**src/rtl/int_dot_product_acc.sv**
```systemverilog
// int_dot_product_acc: pipelined integer dot product with a registered adder tree and multi-beat accumulation.
// Define DOT_SIGNED_EN for two's-complement operands and signed-overflow reporting on out_ovf.

module int_dot_product_acc_lane #(
    parameter int DWIDTH = 4
) (
    input  logic [DWIDTH-1:0]   a_i,
    input  logic [DWIDTH-1:0]   b_i,
    output logic [2*DWIDTH-1:0] p_o
);
    logic [2*DWIDTH-1:0] a_x, b_x;

`ifdef DOT_SIGNED_EN
    assign a_x = {{DWIDTH{a_i[DWIDTH-1]}}, a_i};
    assign b_x = {{DWIDTH{b_i[DWIDTH-1]}}, b_i};
`else
    assign a_x = {{DWIDTH{1'b0}}, a_i};
    assign b_x = {{DWIDTH{1'b0}}, b_i};
`endif

    // Low 2*DWIDTH bits of the product of extended operands are exact in both modes.
    assign p_o = a_x * b_x;
endmodule

module int_dot_product_acc #(
    parameter int DWIDTH    = 4,
    parameter int NUM_PAIRS = 4,
    parameter int ACC_WIDTH = 32,
    parameter int CNT_WIDTH = 16
) (
    input  logic                          clk,
    input  logic                          resetn,
    input  logic                          in_valid,
    input  logic                          in_last,
    input  logic [2*NUM_PAIRS*DWIDTH-1:0] inp,
    output logic                          out_valid,
    output logic [ACC_WIDTH-1:0]          out,
    output logic [CNT_WIDTH-1:0]          out_count,
    output logic                          out_ovf
);
    localparam int T      = $clog2(NUM_PAIRS);
    localparam int PW     = 2 * DWIDTH;
    localparam int SW     = PW + T;
    localparam int STAGES = T + 1;

    typedef enum logic {IDLE, ACC} state_t;

    logic [2*NUM_PAIRS*DWIDTH-1:0]  inp_q;
    logic [STAGES:0]                vld_pipe_q, last_pipe_q;
    logic [NUM_PAIRS-1:0][PW-1:0]   prod;
    logic [NUM_PAIRS-1:0][SW-1:0]   prod_x;
    // Heap-ordered tree: leaves at NUM_PAIRS..2*NUM_PAIRS-1, node j sums 2j and 2j+1, root is 1.
    logic [2*NUM_PAIRS-1:1][SW-1:0] tree_q;
    logic [ACC_WIDTH-1:0]           sum_ext;

    state_t                state_q, state_d;
    logic [ACC_WIDTH-1:0]  acc_q, acc_d, acc_base, acc_sum, out_q, out_d;
    logic [CNT_WIDTH-1:0]  cnt_q, cnt_d, cnt_base, cnt_inc, cnt_out_q, cnt_out_d;
    logic                  ovf_q, ovf_d, ovf_base, ovf_out_q, ovf_out_d;
    logic                  out_valid_q, out_valid_d;
    logic                  carry, wrap, sum_vld, sum_last;

    genvar k;
    generate
        for (k = 0; k < NUM_PAIRS; k++) begin : g_lane
            int_dot_product_acc_lane #(.DWIDTH(DWIDTH)) u_lane (
                .a_i (inp_q[(2*k+1)*DWIDTH +: DWIDTH]),
                .b_i (inp_q[2*k*DWIDTH +: DWIDTH]),
                .p_o (prod[k])
            );
`ifdef DOT_SIGNED_EN
            assign prod_x[k] = {{T{prod[k][PW-1]}}, prod[k]};
`else
            assign prod_x[k] = {{T{1'b0}}, prod[k]};
`endif
        end

        if (ACC_WIDTH > SW) begin : g_ext
`ifdef DOT_SIGNED_EN
            assign sum_ext = {{(ACC_WIDTH-SW){tree_q[1][SW-1]}}, tree_q[1]};
`else
            assign sum_ext = {{(ACC_WIDTH-SW){1'b0}}, tree_q[1]};
`endif
        end else begin : g_noext
            assign sum_ext = tree_q[1];
        end
    endgenerate

    always_ff @(posedge clk or negedge resetn) begin
        if (!resetn) begin
            inp_q       <= '0;
            vld_pipe_q  <= '0;
            last_pipe_q <= '0;
            tree_q      <= '0;
        end else begin
            inp_q       <= inp;
            vld_pipe_q  <= {vld_pipe_q[STAGES-1:0], in_valid};
            last_pipe_q <= {last_pipe_q[STAGES-1:0], in_valid & in_last};
            for (int i = 0; i < NUM_PAIRS; i++) tree_q[NUM_PAIRS+i] <= prod_x[i];
            for (int j = 1; j < NUM_PAIRS; j++) tree_q[j] <= tree_q[2*j] + tree_q[2*j+1];
        end
    end

    assign sum_vld  = vld_pipe_q[STAGES];
    assign sum_last = last_pipe_q[STAGES];

    always_comb begin
        // A vector starting from IDLE sees a zero accumulator, count and flag.
        acc_base = (state_q == ACC) ? acc_q : '0;
        cnt_base = (state_q == ACC) ? cnt_q : '0;
        ovf_base = (state_q == ACC) ? ovf_q : 1'b0;
        {carry, acc_sum} = {1'b0, acc_base} + {1'b0, sum_ext};
`ifdef DOT_SIGNED_EN
        wrap = (acc_base[ACC_WIDTH-1] == sum_ext[ACC_WIDTH-1]) &&
               (acc_sum[ACC_WIDTH-1] != acc_base[ACC_WIDTH-1]);
`else
        wrap = carry;
`endif
        cnt_inc = (&cnt_base) ? cnt_base : cnt_base + CNT_WIDTH'(1);

        state_d     = state_q;
        acc_d       = acc_q;
        cnt_d       = cnt_q;
        ovf_d       = ovf_q;
        out_d       = out_q;
        cnt_out_d   = cnt_out_q;
        ovf_out_d   = ovf_out_q;
        out_valid_d = 1'b0;
        if (sum_vld) begin
            if (sum_last) begin
                state_d     = IDLE;
                out_valid_d = 1'b1;
                out_d       = acc_sum;
                cnt_out_d   = cnt_inc;
                ovf_out_d   = ovf_base | wrap;
            end else begin
                state_d = ACC;
                acc_d   = acc_sum;
                cnt_d   = cnt_inc;
                ovf_d   = ovf_base | wrap;
            end
        end
    end

    always_ff @(posedge clk or negedge resetn) begin
        if (!resetn) begin
            state_q     <= IDLE;
            acc_q       <= '0;
            cnt_q       <= '0;
            ovf_q       <= 1'b0;
            out_q       <= '0;
            cnt_out_q   <= '0;
            ovf_out_q   <= 1'b0;
            out_valid_q <= 1'b0;
        end else begin
            state_q     <= state_d;
            acc_q       <= acc_d;
            cnt_q       <= cnt_d;
            ovf_q       <= ovf_d;
            out_q       <= out_d;
            cnt_out_q   <= cnt_out_d;
            ovf_out_q   <= ovf_out_d;
            out_valid_q <= out_valid_d;
        end
    end

    assign out_valid = out_valid_q;
    assign out       = out_q;
    assign out_count = cnt_out_q;
    assign out_ovf   = ovf_out_q;
endmodule
```
**config.mk**
```make
export PLATFORM = sky130hd
export DESIGN_NAME = int_dot_product_acc
export DESIGN_NICKNAME = d
export VERILOG_FILES = /design/src/rtl/int_dot_product_acc.sv
export SDC_FILE = /design/constraint.sdc
export NUM_CORES = 1
export LEC_CHECK = 0
export ABC_AREA = 1
export BUFFER_PORTS_ARGS = -buffer_cell sky130_fd_sc_hd__buf_2
export CAP_MARGIN = 20
export CORE_UTILIZATION = 25
export CTS_CLUSTER_DIAMETER = 200
export CTS_CLUSTER_SIZE = 28
export DETAILED_ROUTE_END_ITERATION = 7
export PLACE_DENSITY = 0.45
export SYNTH_ARGS = -nofsm -noshare
export SYNTH_HDL_FRONTEND = slang
export SYNTH_SLANG_ARGS = --single-unit
export TNS_END_PERCENT = 5
```
**constraint.sdc**
```tcl
create_clock -name clk -period 3.05 [get_ports clk]
set_input_delay 0.1525 -clock clk [delete_from_list [all_inputs] [get_ports clk]]
set_output_delay 0.1525 -clock clk [all_outputs]
set_load 0.02 [all_outputs]
```
==> qor.yml <==
status:
  status: "finished clean"
sta:
  hold_ws_ns: 0.2326
  final_hold_viol_count: 0
  setup_viol: 0
  relSlewSlack_pct: 54.35
  finalMaxSlewViolations: 0
  fin_setup_tns_ns: 0
  fin_crit_ns: 2.622
  tightestPinTransition_ns: 0.6847
  fin_skew_ns: 0.01182
  fmax_mhz: 381.3
  rsz0062_at_grt: "false"
  fin_crit_sh_pct: 85.98
logic_synthesis:
  ys_top_cells_by_area: "dfrtp_1, nand2_1, ha_1"
  synth_top_area_share_pct: 44.64
  synth_common_cells: "nand2_1, dfrtp_1, inv_1, nand3_1, ha_1"
  syn_nets: 1514
  synth_area_leader_cell: "dfrtp_1"
  ys_async_sr_fraction_pct: 100.0
  synthCells: 1374
  yosysUniqueCellTypes: 32
  ys.flop_type: "dfrtp_1"
  yosys_warnings: 0
  synthesis.area_sq_um: 11210
  syn_area_per_cell_sq_um: 8.160
  synth_seq_area_share_pct: 44.64
  ys_ff_latch: 200
  synth-edff-count: 0
  yosys.cell_count.top_type: "nand2_1"
clock_tree:
  clock_sinks: 200
  clkSlewWorstSetupHoldPaths_ns: 0.08
  clock_path_buffers: 2
  cts_buffers: 17
  clk_latency_ns: 0.50
  cts_tree: "done"
  cts_resized: 0
  htree_levels: 4
  root_buffer: "clkbuf_16"
floorplan:
  io_pins: 86
  die-area_sq_um: 45700
  die_w_microns: 213.8
  core_sq_um: 44220
  row_count: 77
  start_util_pct: 25.35
  die_height_microns: 213.8
global_route:
  grt-ovfl-total: 0
  grt_start_max_net_pins: 75
  grt_pass1_vias: 8816
  grt_first_pass_wirelength_microns: 44740
  grt_usage_pct: 12.75
  grt_antenna_before_repair: 0
setup_path:
  cp-start-kind: "flip-flop"
  worstPathRequired_ns: 3.47
  reg2reg_depth: 10
  cp_max_fo: 4
  crit_path_end_kind: "flip-flop"
  arrival_ns: 3.04
  worstSetupPathType: "flip-flop to flip-flop"
cells_and_area:
  antennaDiodeCount: 0
  fin_nets: 1635
  area_growth_pct: 18.57
  drive_gt1_share_pct: 10.61
route:
  drt-initial-drc-count: 587
  via_count: 8778
  drt_pre_antenna_iters: 5
  drt_wl_total_microns: 26710
  via_per_inst: 4.180
  routedWlPerCell_microns: 12.72
  ant_nets: 0
  drc: 0
power_and_ir_drop:
  pwr_density_cell_nw_per_um2: 650.0
  leakage_nw: 7.501
  ir_drop_mv: 0.4475
placement:
  port_buffers: 85
  place.gp.congestion: 0.8565
  dp_hpwl_microns: 19680
job:
  maxCapViolations: 0
hold_path:
  hp-class: "primary input to asynchronous set/reset pin"
==> metrics by stage <==
step	instance area (sq um)	cells	utilization, %	total power [mW]	setup slack (ns)
after floorplan	11210	1374	-	5.494	0.3658
after global placement	12330	2033	27.89	6.340	0.4744
after detailed placement	12330	2033	27.89	6.353	0.4302
after CTS	13290	2100	30.06	8.844	0.4095
after global routing	13290	2100	30.06	9.366	0.2297
final	13290	2100	30.06	8.641	0.4276
==> cells in the final DEF, fill, tap and decap left out, types with 5 or more instances in the layout <==
master         Yosys  final
a21o_1             6      6
buf_2              6     84
nand2_1          493    492
nand2_2            6      7
o21ai_0           34     34
xor2_1            24     24
a21oi_1           36     36
nand4_1           17     17
dlygate4sd3_1      0     35
inv_1            179    179
xnor2_1           21     21
fa_1              20     20
ha_1              84     84
clkbuf_16          0     17
nor2_2             8      9
nor2_1            64     63
buf_4              0      8
dfrtp_1          200    199
nand3_1          121    121
nand3_2            9      9
nand3b_1           5      5
==> critical path, cell delays in order, from the launching register on <==
cell and delay [ns]:
dfrtp_1 0.40, nand2_1 0.10, fa_1 0.54, inv_1 0.06
fa_1 0.44, ha_1 0.35, a21oi_1 0.14, nand2_1 0.09
a21o_1 0.16, a21oi_1 0.15, xnor2_1 0.13
==> state kept, by name, summed over array words and instances (netlist names) <==
name and count:
sum_ext 10, out_count 16, out 32, ovf_q 1
state_q 1, inp_q 32, last_pipe_q 4, acc_q 32
out_valid 1, tree_q 50, vld_pipe_q 4, cnt_q 16
out_ovf 1
==> path summary, 6_finish.rpt <==
kind | start | endpoint | slack, ns
worst max register to register | inp_q[4]$_DFF_PN0_ | tree_q[37]$_DFF_PN0_ | 0.43
min in group clk | inp[5] | inp_q[5]$_DFF_PN0_ | 0.29
worst min-delay path | resetn | out[7]$_DFFE_PN0P_ | 0.23
max in group asynchronous | resetn | inp_q[2]$_DFF_PN0_ | 2.02
worst min register to register | vld_pipe_q[0]$_DFF_PN0_ | vld_pipe_q[1]$_DFF_PN0_ | 0.35
worst max-delay path | inp_q[4]$_DFF_PN0_ | tree_q[37]$_DFF_PN0_ | 0.43
==> metal layers <==
layer  global-route usage (%)  part of all wire [%]
met5                        0                     0
met4                    3.645                   1.4
met3                    4.467                   4.9
met2                    20.81                    46
met1                    15.82                    47
==> logic make-up after synthesis <==
group,share of synthesized area (%)
simple gates,27.49
buf+inv,7.544
flops,44.64
fa+ha+maj,12.94
compound gates,3.872
xor+xnor,3.515
==> where the power goes <==
| group | switching, mW | internal [mW] |
|---|---|---|
| sequential | 0.253 | 3.11 |
| combinational | 1.81 | 1.10 |
| clock | 1.19 | 1.18 |
| total | 3.26 | 5.38 |
==> cell type report <==
class / count / area, sq um
clock inverter: 15 / 183.9
tap: 592 / 740.7
multi-input combinational: 963 / 5366
timing repair buffer: 130 / 884.6
clock buffer: 17 / 425.4
fill: 4718 / 30930
inverter: 183 / 686.9
sequential: 200 / 5006
==> timing repair <==
| action | CTS | global route |
|---|---|---|
| hold buffers | 35 | 0 |
| buffers inserted | 0 | 0 |
| hold endpoints to repair | 106 | 0 |
Note: power is estimated with default switching activity, not from simulation.
